### config.mk
export PLATFORM = sky130hd
export DESIGN_NAME = axilite_cmd_master
export DESIGN_NICKNAME = d
export VERILOG_FILES = /design/src/rtl/axilite_cmd_master.sv
export SDC_FILE = /design/constraint.sdc
export NUM_CORES = 1
export LEC_CHECK = 0
export BUFFER_PORTS_ARGS = -buffer_cell sky130_fd_sc_hd__buf_2
export CORE_UTILIZATION = 35
export CTS_BUF_LIST = sky130_fd_sc_hd__clkbuf_4
export DETAILED_ROUTE_END_ITERATION = 10
export GPL_TIMING_DRIVEN = 0
export HOLD_SLACK_MARGIN = 0.08
export PLACE_DENSITY = 0.73
export SLEW_MARGIN = 20
export SYNTH_ARGS = -nofsm -noshare
export SYNTH_HDL_FRONTEND = slang
export SYNTH_SLANG_ARGS = --single-unit
### constraint.sdc
create_clock -name ACLK -period 3.58 [get_ports ACLK]
set_input_delay 0.537 -clock ACLK [delete_from_list [all_inputs] [get_ports ACLK]]
set_output_delay 0.537 -clock ACLK [all_outputs]
set_load 0.02 [all_outputs]
### src/rtl/axilite_cmd_master.sv
// ----------------------------------------------------------------------------
// axilite_cmd_master
//
// AXI4-Lite master that turns a one-command-at-a-time request/response port
// into single AXI4-Lite read or write transactions. Only one transaction is
// ever outstanding. Every output is driven from a flop, so there is no
// combinational path from any input to any output.
//
// Optional feature macro: PRGA_AXILITE_MASTER_TIMEOUT_EN
//   When defined, the B/R wait states give up after TIMEOUT_CYCLES cycles and
//   return rsp_resp=2'b10 with rsp_timeout=1. When undefined, the master
//   waits indefinitely and rsp_timeout is tied low.
//
// Ports
//   ACLK, ARESETn       clock (rising edge), synchronous active-low reset
//   cmd_valid/ready     command handshake
//   cmd_wr              1 = write, 0 = read
//   cmd_addr/data/strb  transaction address, write data, write strobes
//   rsp_valid/ready     response handshake
//   rsp_data            read data (0 for writes and timeouts)
//   rsp_resp            BRESP/RRESP, or 2'b10 on timeout
//   rsp_timeout         response was produced by the timeout
//   AW*/W*/B*/AR*/R*    AXI4-Lite master channels; AWPROT/ARPROT tied to 0
// ----------------------------------------------------------------------------
`ifndef PRGA_AXI_ADDR_WIDTH
`define PRGA_AXI_ADDR_WIDTH 32
`endif
`ifndef PRGA_AXI_DATA_WIDTH
`define PRGA_AXI_DATA_WIDTH 32
`endif

module axilite_cmd_master #(
    parameter int ADDR_WIDTH     = `PRGA_AXI_ADDR_WIDTH,
    parameter int DATA_WIDTH     = `PRGA_AXI_DATA_WIDTH,
    parameter int TIMEOUT_CYCLES = 1024
) (
    input  logic                    ACLK,
    input  logic                    ARESETn,
    input  logic                    cmd_valid,
    output logic                    cmd_ready,
    input  logic                    cmd_wr,
    input  logic [ADDR_WIDTH-1:0]   cmd_addr,
    input  logic [DATA_WIDTH-1:0]   cmd_data,
    input  logic [DATA_WIDTH/8-1:0] cmd_strb,
    output logic                    rsp_valid,
    input  logic                    rsp_ready,
    output logic [DATA_WIDTH-1:0]   rsp_data,
    output logic [1:0]              rsp_resp,
    output logic                    rsp_timeout,
    output logic                    AWVALID,
    input  logic                    AWREADY,
    output logic [ADDR_WIDTH-1:0]   AWADDR,
    output logic [2:0]              AWPROT,
    output logic                    WVALID,
    input  logic                    WREADY,
    output logic [DATA_WIDTH-1:0]   WDATA,
    output logic [DATA_WIDTH/8-1:0] WSTRB,
    input  logic                    BVALID,
    output logic                    BREADY,
    input  logic [1:0]              BRESP,
    output logic                    ARVALID,
    input  logic                    ARREADY,
    output logic [ADDR_WIDTH-1:0]   ARADDR,
    output logic [2:0]              ARPROT,
    input  logic                    RVALID,
    output logic                    RREADY,
    input  logic [DATA_WIDTH-1:0]   RDATA,
    input  logic [1:0]              RRESP
);

    typedef enum logic [2:0] {IDLE, WR_REQ, WR_RESP, RD_REQ, RD_DATA, RSP} state_t;

    state_t state, state_next;

    logic                    cmd_accept;
    logic                    aw_done, w_done;
    logic                    wr_addr_done, wr_data_done;
    logic                    timeout_hit;
    logic [ADDR_WIDTH-1:0]   addr_q;
    logic [DATA_WIDTH-1:0]   data_q;
    logic [DATA_WIDTH/8-1:0] strb_q;

    assign cmd_accept = cmd_valid && cmd_ready;

    // A channel counts as done once its handshake has happened, whether on
    // this edge or an earlier one (the sticky flag).
    assign wr_addr_done = aw_done || (AWVALID && AWREADY);
    assign wr_data_done = w_done  || (WVALID && WREADY);

    assign AWADDR = addr_q;
    assign ARADDR = addr_q;
    assign WDATA  = data_q;
    assign WSTRB  = strb_q;
    assign AWPROT = 3'b000;
    assign ARPROT = 3'b000;

    // NOTE: state and all flops below use non-blocking assignments so every
    // register samples the pre-edge values; blocking here would create
    // order-dependent simulation that does not match the hardware.
    always_ff @(posedge ACLK) begin
        if (!ARESETn) state <= IDLE;
        else          state <= state_next;
    end

    // NOTE: next state defaults to the current state before the case, so no
    // path leaves it unassigned and no latch is inferred.
    always_comb begin
        state_next = state;
        case (state)
            IDLE:    if (cmd_accept)                     state_next = cmd_wr ? WR_REQ : RD_REQ;
            WR_REQ:  if (wr_addr_done && wr_data_done)   state_next = WR_RESP;
            WR_RESP: if (BVALID || timeout_hit)          state_next = RSP;
            RD_REQ:  if (ARREADY)                        state_next = RD_DATA;
            RD_DATA: if (RVALID || timeout_hit)          state_next = RSP;
            RSP:     if (rsp_ready)                      state_next = IDLE;
            default:                                     state_next = IDLE;
        endcase
    end

    // Handshake outputs are registered from the next state so each one is
    // already high in the first cycle of its state.
    always_ff @(posedge ACLK) begin
        if (!ARESETn) begin
            cmd_ready <= 1'b0;
            AWVALID   <= 1'b0;
            WVALID    <= 1'b0;
            aw_done   <= 1'b0;
            w_done    <= 1'b0;
            BREADY    <= 1'b0;
            ARVALID   <= 1'b0;
            RREADY    <= 1'b0;
            rsp_valid <= 1'b0;
            rsp_data  <= '0;
            rsp_resp  <= 2'b00;
        end else begin
            cmd_ready <= (state_next == IDLE);
            AWVALID   <= (state_next == WR_REQ) && !wr_addr_done;
            WVALID    <= (state_next == WR_REQ) && !wr_data_done;
            aw_done   <= (state_next == WR_REQ) && wr_addr_done;
            w_done    <= (state_next == WR_REQ) && wr_data_done;
            BREADY    <= (state_next == WR_RESP);
            ARVALID   <= (state_next == RD_REQ);
            RREADY    <= (state_next == RD_DATA);
            rsp_valid <= (state_next == RSP);
            if (state == WR_RESP && state_next == RSP) begin
                rsp_data <= '0;
                rsp_resp <= BVALID ? BRESP : 2'b10;
            end else if (state == RD_DATA && state_next == RSP) begin
                rsp_data <= RVALID ? RDATA : '0;
                rsp_resp <= RVALID ? RRESP : 2'b10;
            end
        end
    end

    // NOTE: the command datapath registers carry no reset; they are only
    // observed while a VALID that reset does clear is high, so resetting
    // them would only add reset fan-out.
    always_ff @(posedge ACLK) begin
        if (cmd_accept) begin
            addr_q <= cmd_addr;
            data_q <= cmd_data;
            strb_q <= cmd_strb;
        end
    end

`ifdef PRGA_AXILITE_MASTER_TIMEOUT_EN
    localparam int CNT_W = $clog2(TIMEOUT_CYCLES + 1);

    logic [CNT_W-1:0] wait_cnt;
    logic             in_wait;
    logic             rsp_timeout_q;

    assign in_wait     = (state == WR_RESP) || (state == RD_DATA);
    assign timeout_hit = in_wait && (wait_cnt == CNT_W'(TIMEOUT_CYCLES - 1));
    assign rsp_timeout = rsp_timeout_q;

    // Counts cycles spent in the current B/R wait; restarts on each entry.
    always_ff @(posedge ACLK) begin
        if (!ARESETn) begin
            wait_cnt      <= '0;
            rsp_timeout_q <= 1'b0;
        end else begin
            if (!in_wait) wait_cnt <= '0;
            else          wait_cnt <= wait_cnt + 1'b1;
            if (in_wait && state_next == RSP)
                rsp_timeout_q <= !((state == WR_RESP && BVALID) || (state == RD_DATA && RVALID));
        end
    end
`else
    assign timeout_hit = 1'b0;
    assign rsp_timeout = 1'b0;
`endif

endmodule

### Word-level counts from Yosys, hierarchy flattened

Index checks and enable logic that the tools add are counted.

| storage, ports and cells | value |
|---|---|
| register bits | 114 |
| word-level logic and storage cells | 57 |
| bits of input ports | 114 |

| cells by class | value |
|---|---|
| eq/ne operators | 10 |
| mux-type cells | 13 |
| bitwise operators | 1 |
| reduce and logical (&&, ||, !) cells | 18 |

Operators by type and width:

| operator | count |
|---|---|
| two-way mux 32 bit | 1 |
| two-way mux 3 bit | 6 |
| case mux 3 bit (6 select lines) | 1 |
| equality test 3 x 2 -> 1 bit (second input constant) | 4 |
| equality test 3 bit (second input constant) | 4 |
| logical AND 1 bit | 10 |
| two-way mux 2 bit | 5 |
| equality test 3 x 1 -> 1 bit (second input constant) | 2 |
| zero test 3 bit | 2 |
| zero test 1 bit | 2 |
| logical OR 1 bit | 2 |
| nonzero test 2 bit | 1 |
| OR reduction 2 bit | 1 |
| inverter 1 bit | 1 |

### Depth between registers and ports, before layout

Gate-level depths: netlist of the first run.

| depth | value |
|---|---|
| depth after elaboration | 9 |
| depth in mapped cells | 7 |
| gate-level depth less buffers | 5 |

### Worst setup path before layout of the first run

OpenSTA, ideal clock, no wires.

| path | value |
|---|---|
| kind | input-to-reg |
| start | in cmd_valid |
| end | reg ARVALID |
| arrival time | 2690 ps |
| stages | 5 |
| data required time | 3520 ps |
| buffers on the path | 0 |
| path slack | 830 ps |
| cell sequence | nand2_1 inv_1 a32oi_1 o31ai_4 and3_1 |

| on the way | value |
|---|---|
| longest elaborated chain between the ends | 4 |

Ends and longest elaborated chain:

| item | RTL line | text |
|---|---|---|
| start: declaration | 39 | `input logic cmd_valid,` |
| logical AND 1 bit | 83 | `assign cmd_accept = cmd_valid && cmd_ready;` |
| named net cmd_accept | 75 | `logic cmd_accept;` |
| two-way mux 3 bit | 110 | `IDLE: if (cmd_accept) state_next = cmd_wr ? WR_REQ : RD_REQ;` |
| case mux 3 bit (6 select lines) | 109 | `case (state)` |
| equality test 3 x 2 -> 1 bit | 142 | `ARVALID <= (state_next == RD_REQ);` |
| end signal: assignment | 142 |  |
| end: declaration | 61 | `output logic ARVALID,` |

The timed path passes the listed nets, and every way through them passes these cells.
A chain may end at the register's enable or synchronous reset.

### Worst setup path after layout of the first run

| path | value |
|---|---|
| start | reg state[2] |
| end | reg rsp_data[18] |

| on the way | value |
|---|---|
| longest elaborated chain between the ends | 5 |

Ends and longest elaborated chain:

| item | RTL line | text |
|---|---|---|
| start: declaration | 73 | `state_t state, state_next;` |
| start signal: assignment | 102 | `else state <= state_next;` |
| equality test 3 bit (tied with other cells) | 109 |  |
| case mux 3 bit (6 select lines) | 109 |  |
| equality test 3 bit | 145, 148 |  |
| logical AND 1 bit | 145 | `if (state == WR_RESP && state_next == RSP) begin` |
| OR reduction 2 bit (no line) | -- |  |
| end signal: assignment | 149 | `rsp_data <= RVALID ? RDATA : '0;` |
| end: declaration | 47 | `output logic [DATA_WIDTH-1:0] rsp_data,` |

Several ways; a longest one is shown, not always the timed one.

==> results of run 1 <==
per-layer routing:
| layer | vias up | GRT usage [%] | wire length [um] |
|---|---|---|---|
| li1 | 1613 | - | - |
| met1 | 1493 | 17.8 | 3920 |
| met2 | 143 | 30.0 | 5750 |
| met3 | 6 | 5.53 | 734 |
| met4 | 0 | 7.33 | 86 |
| met5 | - | 0 | 0 |
Yosys cell counts, drive strengths merged (2+ instances only):
cell | number | share of area (%)
nand3 | 5 | 0.61
o211a | 2 | 0.49
nor2 | 4 | 0.37
buf | 46 | 8.4
and3 | 3 | 0.58
and2 | 2 | 0.31
nand4bb | 2 | 0.55
inv | 3 | 0.28
nand2 | 70 | 6.4
edfxtp | 68 | 50
clkbuf | 9 | 0.83
nor3b | 2 | 0.37
nor4 | 2 | 0.31
nor3 | 3 | 0.37
dfxtp | 46 | 23
a21oi | 34 | 4.2
layout by cell type, fill, tap and decap left out, types with 2 or more instances in the layout:
cell          n
nor3_1        3
dfxtp_1      46
edfxtp_1     68
nor4_1        2
nand2_1      70
clkbuf_4     17
clkinvlp_4    4
conb_1        7
inv_6         4
buf_6         3
clkbuf_1      9
clkinv_2      3
and3_1        2
buf_2       255
diode_2       2
o211a_1       2
buf_4        39
inv_1         2
nor3b_1       2
nand3_1       5
buf_1         3
and2_1        2
clkinv_4      2
nor2_1        4
nand4bb_1     2
a21oi_1      34
worst register-to-register path: stages, from the launching register on:
cell and delay (ps):
dfxtp_1 340, buf_2 180, and4bb_2 240, clkbuf_1 370, clkbuf_1 400, nand2_1 100
a21oi_1 130
cells by family after synthesis:
kind of cell | Yosys count | synth area share [%]
AO/OA/AOI/OAI | 43 | 6.27
buffers and inverters | 58 | 9.48
flip-flops | 114 | 72.4
multiplexers | 1 | 0.245
other | 1 | 0.0917
AND/OR/NAND/NOR | 101 | 11.5
through the flow:
stage / util, % / power (mW) / cells
floorplan: - / 1.86 / 324
detailed placement: 48.9 / 2.05 / 722
CTS: 51.2 / 2.93 / 754
global placement: 48.7 / 2.04 / 721
finish: 51.2 / 2.89 / 756
global route: 51.2 / 3.04 / 755
state kept, by name, summed over array words and instances, names as in the netlist:
signal,count
WDATA,32
rsp_resp,2
cmd_ready,1
ARVALID,1
RREADY,1
AWVALID,1
rsp_valid,1
state,3
BREADY,1
w_done,1
rsp_data,32
WVALID,1
WSTRB,4
aw_done,1
ARADDR,32
power groups by stage:
stage | logic (mW) | registers (mW) | clock network, mW
CTS | 0.498 | 1.52 | 0.905
global placement | 0.480 | 1.56 | 0
finish | 0.494 | 1.52 | 0.872
detailed placement | 0.497 | 1.55 | 0
global route | 0.541 | 1.53 | 0.966
floorplan | 0.204 | 1.65 | 0
layout make-up:
class,count,area [um2],area share (%)
diodes,2,5.00,0.0856
plain buffers,55,377,6.44
clock buffers,17,128,2.18
clock inverters,15,131,2.25
inverters,3,13.8,0.235
multi-input cells,152,762,13.0
flip-flops and latches,114,2960,50.7
well taps,143,179,3.06
repair buffers,255,1290,22.1
path summary, 6_finish.rpt:
path / slack (ps) / end / from
setup / recovery: 1760 / rsp_data[18] / state[2]
hold / removal: 190 / ARADDR[29] / cmd_addr[29]
setup reg to reg: 1760 / rsp_data[18] / state[2]
hold reg to reg: 460 / rsp_data[6] / rsp_data[6]
==> summary.txt, run 1 <==
Num ports - 262
Crit path top cell by count - clkbuf_1
Buf/Inv on CP - 3
RSZ-0062 raised after global routing - false
Startpoint Class - flip-flop
Reg2Reg Depth - 6
Num rows - 39
CP delay by family, top - buffers and inverters
Slowest-stage cell, CP - clkbuf_1
Via count - 3,255
Total negative slack - 0 ps
Layout Nets - 712
CTS buffer count - 17
Int Power - 2.04 mW
Power per cell area - 494 nW/um2
Layout cells sized above 1 - 54.7%
Post_cts resized - 0
Hold Vio Cnt, Final - 0
Vias in the first global route - 2,958
Ys async rst share - 0%
Yosys cell types - 37
Register area share after synthesis - 72.4%
DRC viols - 0
Worst skew pair latency - 500 ps
Reg power frac - 52.7%
Worst VDD drop - 0.000205 V
Detailed Route WL - 10,500 um
Crit path cell chain - buf_2 > and4bb_2 > clkbuf_1 > clkbuf_1 > nand2_1 > a21oi_1
CTS tree - built
Combinational power share - 17.1%
Yosys warns - 0
Hold Buf Count CTS - 0
Detail Route Antenna Nets - 0
Hold Path Stages - 1
Final instance area - 5850 um2
Clk root buf - clkbuf_4
Top_reg_cell synth - edfxtp_1
P&R area growth vs syn - 43.0%
Vias per cell - 4.31
Post-synth EDFFs - 68
Final setup vio count - 0
Clock slew at reported path FFs - 120 ps
Overall routing resource usage - 16.7%
Total gr overflow - 0
WL/cell - 13.9 um
Max cap viols - 0
PortBufs - 254
CP Max Fanout - 10
DRT Pass-1 Iters - 7
Core Area - 11,400 um2
Syn Area/Cell - 12.9 um2
Setup bufs post-CTS - 0
Initial antenna violation count - 1
Outcome - finished clean
DP HPWL - 8170 um
Max incr delay on CP - 400 ps
Clock share of power - 30.2%
CP Capture Type - flip-flop
Fin crit period - 1820 ps
Routability cong. - 0.804
Critical setup path kind - flip-flop to flip-flop
Setup slack at placement - 1560 ps
Total die area - 12,100 um2
Share of the clock period used by the worst path - 51.0%
Area after DPL - 5590 um2
Slew Limit Fails - 0
Post-Syn Instances - 318
Skew final - 17.9 ps
Clock Tree Buf Depth - 2
First-pass GRT wire length - 14,600 um
Largest net degree at the start of global routing - 43
Leak pwr - 2.68 nW
Switching power - 0.850 mW
Synthesized area - 4090 um2
Die Ht - 110 um
Sw Ratio - 29.4%
CP arrival - 2240 ps
Setup WS post-layout - 1760 ps
Initial DRC count - 155
Initial Util - 35.8%
HP Class - primary input to flip-flop
Num Clock Sinks - 114
Synth Register Bits - 114
Die width - 110 um
Worst path depth - 6
Fillers - 1,041
Max Clock Freq - 0.548 GHz
Fin Hold WS - 190 ps
CTS H-tree lvls - 4
WP data required - 4000 ps
(Power assumes the default switching activity.)
==> run 2, diff against run 1 <==
Clock period 3.58 ns to 1.68 ns, I/O delays scaled along.
==> run 2 against run 1 <==
  * Routed wire length is 21% higher
  * Die area stayed put
  * Register-to-register slack lost 1700 ps
  * Combinational power grew to 2.7 times the previous value
  * Sequential cell count unchanged
  * Clock skew rose by 2.6 ps
==> summary.txt, run 2 (synthesis results as in run 1) <==
Flop-to-flop setup slack - 20 ps (-1740 ps)
Reg2Reg Depth - 6 (unchanged)
Share of the clock period used by the worst path - 98.8% (+48 points)
Slew Limit Fails - 0 (unchanged)
Startpoint Class - flip-flop
RR Startpoint - state[2]
Hold endpoint - rsp_resp[0]
Vias in the first global route - 3,822 (+29%)
Largest net degree at the start of global routing - 39 (-9.3%)
WP data required - 2080 ps (-1920 ps)
Clock Tree Buf Depth - 2 (unchanged)
Layout Nets - 816 (+15%)
PortBufs - 254 (unchanged)
Hold Vio Cnt, Final - 0 (unchanged)
Power per cell area - 926 nW/um2 (+88%)
Overall routing resource usage - 19.9% (+3.2 points)
Power Total - 6.45 mW (+120%)
Non-Filler Instances - 859 (+14%)
P&R area growth vs syn - 70.2%
DRT Pass-1 Iters - 7 (unchanged)
RSZ-0062 raised after global routing - true
Setup slack at placement - -317 ps (-1880 ps)
WL/cell - 14.7 um (+6.3%)
Detailed Route WL - 12,700 um (+21%)
Clock slew at reported path FFs - 110 ps (about the same)
HP Class - primary input to flip-flop
Detail Route Antenna Nets - 0 (unchanged)
HP Start - RRESP[0]
Critical setup path kind - flip-flop to flip-flop
Util after Layout - 61.0% (+9.7 points)
Placed cells - 722 (unchanged)
Area after DPL - 5610 um2 (+0.36%)
CP Max Fanout - 10 (unchanged)
Setup WS post-layout - 20.9 ps (-1740 ps)
Fillers - 902 (-13%)
Worst VDD drop - 0.000536 V (+160%)
Vias per cell - 4.46 (+3.5%)
Worst R2R End - WVALID
Clk root buf - clkbuf_4
Commonest cells after routing, fill and taps aside - buf_2 (256), dlygate4sd3_1 (103), nand2_1 (69)
Die Ht - 110 um (unchanged)
Total negative slack - 0 ps (unchanged)
Final setup vio count - 0 (unchanged)
Num rows - 39 (unchanged)
Die width - 110 um (unchanged)
Num ports - 262 (unchanged)
Leak pwr - 3.15 nW (+18%)
Skew final - 20.5 ps (+2.60 ps)
Fin crit period - 1660 ps (-165 ps)
Initial DRC count - 162 (+4.5%)
CTS H-tree lvls - 4 (unchanged)
Worst skew pair latency - 510 ps (about the same)
Final instance area - 6960 um2 (+19%)
Fin Hold WS - 135 ps (-54.5 ps)
Num Clock Sinks - 114 (unchanged)
CTS tree - built
Hold Path Stages - 4 (+3)
Max cap viols - 0 (unchanged)
DRC viols - 0 (unchanged)
CTS buffer count - 17 (unchanged)
Routability cong. - 0.763 (-5.1%)
Layout cells sized above 1 - 49.4% (-5.3 points)
Commonest non-fill, non-tap cell in the layout - buf_2
Outcome - finished clean
Initial antenna violation count - 0 (-1)
Initial Util - 35.8% (unchanged)
First-pass GRT wire length - 17,700 um (+21%)
Total die area - 12,100 um2 (unchanged)
DP HPWL - 8110 um (-0.77%)
Relative slew slack - 51.9%
Max Clock Freq - 0.603 GHz (+9.9%)
Total gr overflow - 0 (unchanged)
CP arrival - 2060 ps (-180 ps)
Core Area - 11,400 um2 (unchanged)
CP Capture Type - flip-flop
Worst-Margin Slew - 718 ps
Via count - 3,829 (+18%)
-- run 2: worst max-delay path by stage --
| stage | cells after the start | end | slack [ps] | from |
|---|---|---|---|---|
| 6_report | 6 | WVALID | 20 | state[2] |
| 5_1_grt | 6 | WVALID | -40 | state[2] |
| 4_1_cts | 6 | aw_done | 0.8 | state[2] |
| 3_5_place_dp | 6 | WVALID | -320 | cmd_valid |
| 3_3_place_gp | 6 | w_done | -1010 | cmd_valid |
| 2_1_floorplan | 5 | aw_done | -570 | cmd_ready |
-- run 2: where the power goes --
part / internal, mW / leakage, nW / total [mW] / switching, mW
Sequential: 3.18 / 1.00 / 3.25 / 0.0744
Clock: 0.744 / 0.137 / 1.88 / 1.14
Combinational: 0.604 / 2.01 / 1.31 / 0.708
-- run 2: area by class of cell --
class / instances / area [um2] / area share, %
Antenna cell: 1 / 2.50 / 0.0360
Buffer: 54 / 389 / 5.59
Inverter: 3 / 15.0 / 0.216
Sequential cell: 114 / 2970 / 42.6
Tap cell: 143 / 179 / 2.57
Clock inverter: 15 / 133 / 1.91
Multi-Input combinational cell: 152 / 812 / 11.7
Timing Repair inverter: 1 / 5.00 / 0.0719
Clock buffer: 17 / 128 / 1.83
Timing Repair Buffer: 359 / 2330 / 33.5
-- run 2: worst max-delay path, stage by stage, from the launching register on --
cell	delay, ps
dfxtp_2	350
buf_6	130
or3b_4	410
o21bai_4	180
and3_4	170
buf_6	120
nor3_1	210
-- run 2: per-layer routing --
layer	wire (um)	track usage (%)	part of all wire, %
met5	0	0	0
met4	423	10.8	3.3
met2	6900	38.5	55
met1	4340	18.2	34
met3	1000	6.41	7.9
-- run 2: repair_timing --
item / CTS / global route
gates cloned: 1 / 0
setup endpoints to repair: 76 / 18
resized for setup: 10 / 6
hold buffers: 103 / 0
setup buffers: 0 / 1
endpoints found under the hold margin: 102 / 0
pin swaps: 0 / 1
==> run 3, diff against run 2 <==
==> constraint.sdc (replaced) <==
create_clock -name ACLK -period 1.68 [get_ports ACLK]
set_input_delay 0.084 -clock ACLK [delete_from_list [all_inputs] [get_ports ACLK]]
set_output_delay 0.084 -clock ACLK [all_outputs]
set_load 0.02 [all_outputs]
==> run 3 against run 2 <==
  * Clock skew fell by 2.0 ps
  * Non-clock buffer count rose by 9
  * Critical path type unchanged
  * Highest routed layer unchanged
  * Via count rose by 1.0%
  * Sequential power barely moved
==> summary.txt, run 3 (synthesis results as in run 1) <==
Outcome - finished clean
Layout Nets - 825 (+1.1%)
Vias per cell - 4.46 (about the same)
CP arrival - 2050 ps (about the same)
Num Clock Sinks - 114 (unchanged)
P&R area growth vs syn - 72.6%
Relative slew slack - 51.6% (-0.30 points)
Area after DPL - 5610 um2 (unchanged)
Hold Vio Cnt, Final - 0 (unchanged)
CTS H-tree lvls - 4 (unchanged)
Detail Route Antenna Nets - 0 (unchanged)
WP data required - 2070 ps (about the same)
CTS buffer count - 17 (unchanged)
Clock slew at reported path FFs - 100 ps (about the same)
Routability cong. - 0.763 (unchanged)
Total gr overflow - 0 (unchanged)
Commonest non-fill, non-tap cell in the layout - buf_2
Share of the clock period used by the worst path - 98.7% (about the same)
First-pass GRT wire length - 17,900 um (+0.89%)
WL/cell - 14.8 um (+0.14%)
Initial DRC count - 193 (+19%)
Leak pwr - 3.19 nW (+1.2%)
DRT Pass-1 Iters - 6 (-1)
CP Capture Type - flip-flop
Overall routing resource usage - 20.1% (+0.15 points)
Non-Filler Instances - 868 (+1.0%)
Core Area - 11,400 um2 (unchanged)
Clock Tree Buf Depth - 2 (unchanged)
Multi-input logic area - 823 um2 (+1.4%)
RSZ-0062 raised after global routing - true
HP Class - primary input to flip-flop
Num ports - 262 (unchanged)
Total negative slack - 0 ps (unchanged)
Detailed Route WL - 12,800 um (+1.2%)
Power per cell area - 915 nW/um2 (-1.2%)
Final instance area - 7060 um2 (+1.4%)
Total die area - 12,100 um2 (unchanged)
DRC viols - 0 (unchanged)
Layout cells sized above 1 - 49.0% (-0.34 points)
Worst skew pair latency - 500 ps (about the same)
Setup slack at placement - -288 ps (+29.3 ps)
Largest net degree at the start of global routing - 39 (unchanged)
Startpoint Class - flip-flop
Fillers - 889 (-1.4%)
Die Ht - 110 um (unchanged)
Initial antenna violation count - 0 (unchanged)
Final setup vio count - 0 (unchanged)
Max Clock Freq - 0.603 GHz (about the same)
DP HPWL - 8110 um (unchanged)
Skew final - 18.5 ps (-1.96 ps)
Vias in the first global route - 3,884 (+1.6%)
Critical setup path kind - flip-flop to flip-flop
Worst VDD drop - 0.000535 V (-0.11%)
Fin crit period - 1660 ps (-0.480 ps)
Power Total - 6.46 mW (+0.24%)
Die width - 110 um (unchanged)
Setup WS post-layout - 21.3 ps (+0.480 ps)
Initial Util - 35.8% (unchanged)
Clk root buf - clkbuf_4
PortBufs - 254 (unchanged)
CP Max Fanout - 10 (unchanged)
Commonest cells after routing, fill and taps aside - buf_2 (256), dlygate4sd3_1 (111), nand2_1 (69)
Max cap viols - 0 (unchanged)
CTS tree - built
Placed cells - 722 (unchanged)
Via count - 3,869 (+1.0%)
Worst-Margin Slew - 722 ps (+4.54 ps)
Register Area - 2970 um2 (about the same)
Num rows - 39 (unchanged)
Slew Limit Fails - 0 (unchanged)
[run 3: power by group]
part / total [mW] / internal [mW] / leakage [nW] / switching (mW)
logic: 1.34 / 0.624 / 2.05 / 0.715
registers: 3.25 / 3.18 / 1.00 / 0.0739
clock network: 1.87 / 0.745 / 0.137 / 1.12
total: 6.46 / 4.55 / 3.19 / 1.91
[run 3: timing repair]
item                                   4_1_cts  5_1_grt
resized for setup                           10        8
hold buffers                               111        0
pin swaps                                    0        2
setup endpoints to repair                   76       18
buffers inserted                             0        2
endpoints found under the hold margin      110        0
cloned                                       1        0
[run 3: worst max-delay path, cell delays in order (launching register included)]
cell	delay [ps]
dfxtp_2	330
buf_6	130
or3_1	360
o211a_1	230
and3_4	180
buf_6	120
nor3_1	210
[run 3: area by class of cell]
cell class	count	share of cell area (%)
Antenna cell	1	0.0354
Buffer	54	5.51
Clock buffer	17	1.81
Clock inverter	15	1.88
Inverter	3	0.213
Multi-Input combinational cell	152	11.7
Sequential cell	114	42.1
Tap cell	143	2.53
Timing Repair Buffer	368	34.2
Timing Repair inverter	1	0.0709
[run 3: through the flow]
stage | util [%] | hold WS [ps]
2_1_floorplan | - | 183
3_3_place_gp | 48.9 | 261
3_5_place_dp | 49.1 | 262
4_1_cts | 61.3 | 98.7
5_1_grt | 61.8 | 141
6_report | 61.8 | 174
[run 3: per-layer routing]
layer	vias up	track usage [%]	routed length (um)
li1	1840	-	-
met1	1799	18.4	4400
met2	194	38.8	7040
met3	36	5.94	966
met4	0	11.5	415
met5	-	0	0
[run 3: worst paths after layout]
path	from	end	slack, ps	cells after the start
worst max-delay path	state[1]	WVALID	20	6
worst min-delay path	ARREADY	AWVALID	170	5
worst max register to register	state[1]	WVALID	20	6
worst min register to register	rsp_data[4]	rsp_data[4]	460	2
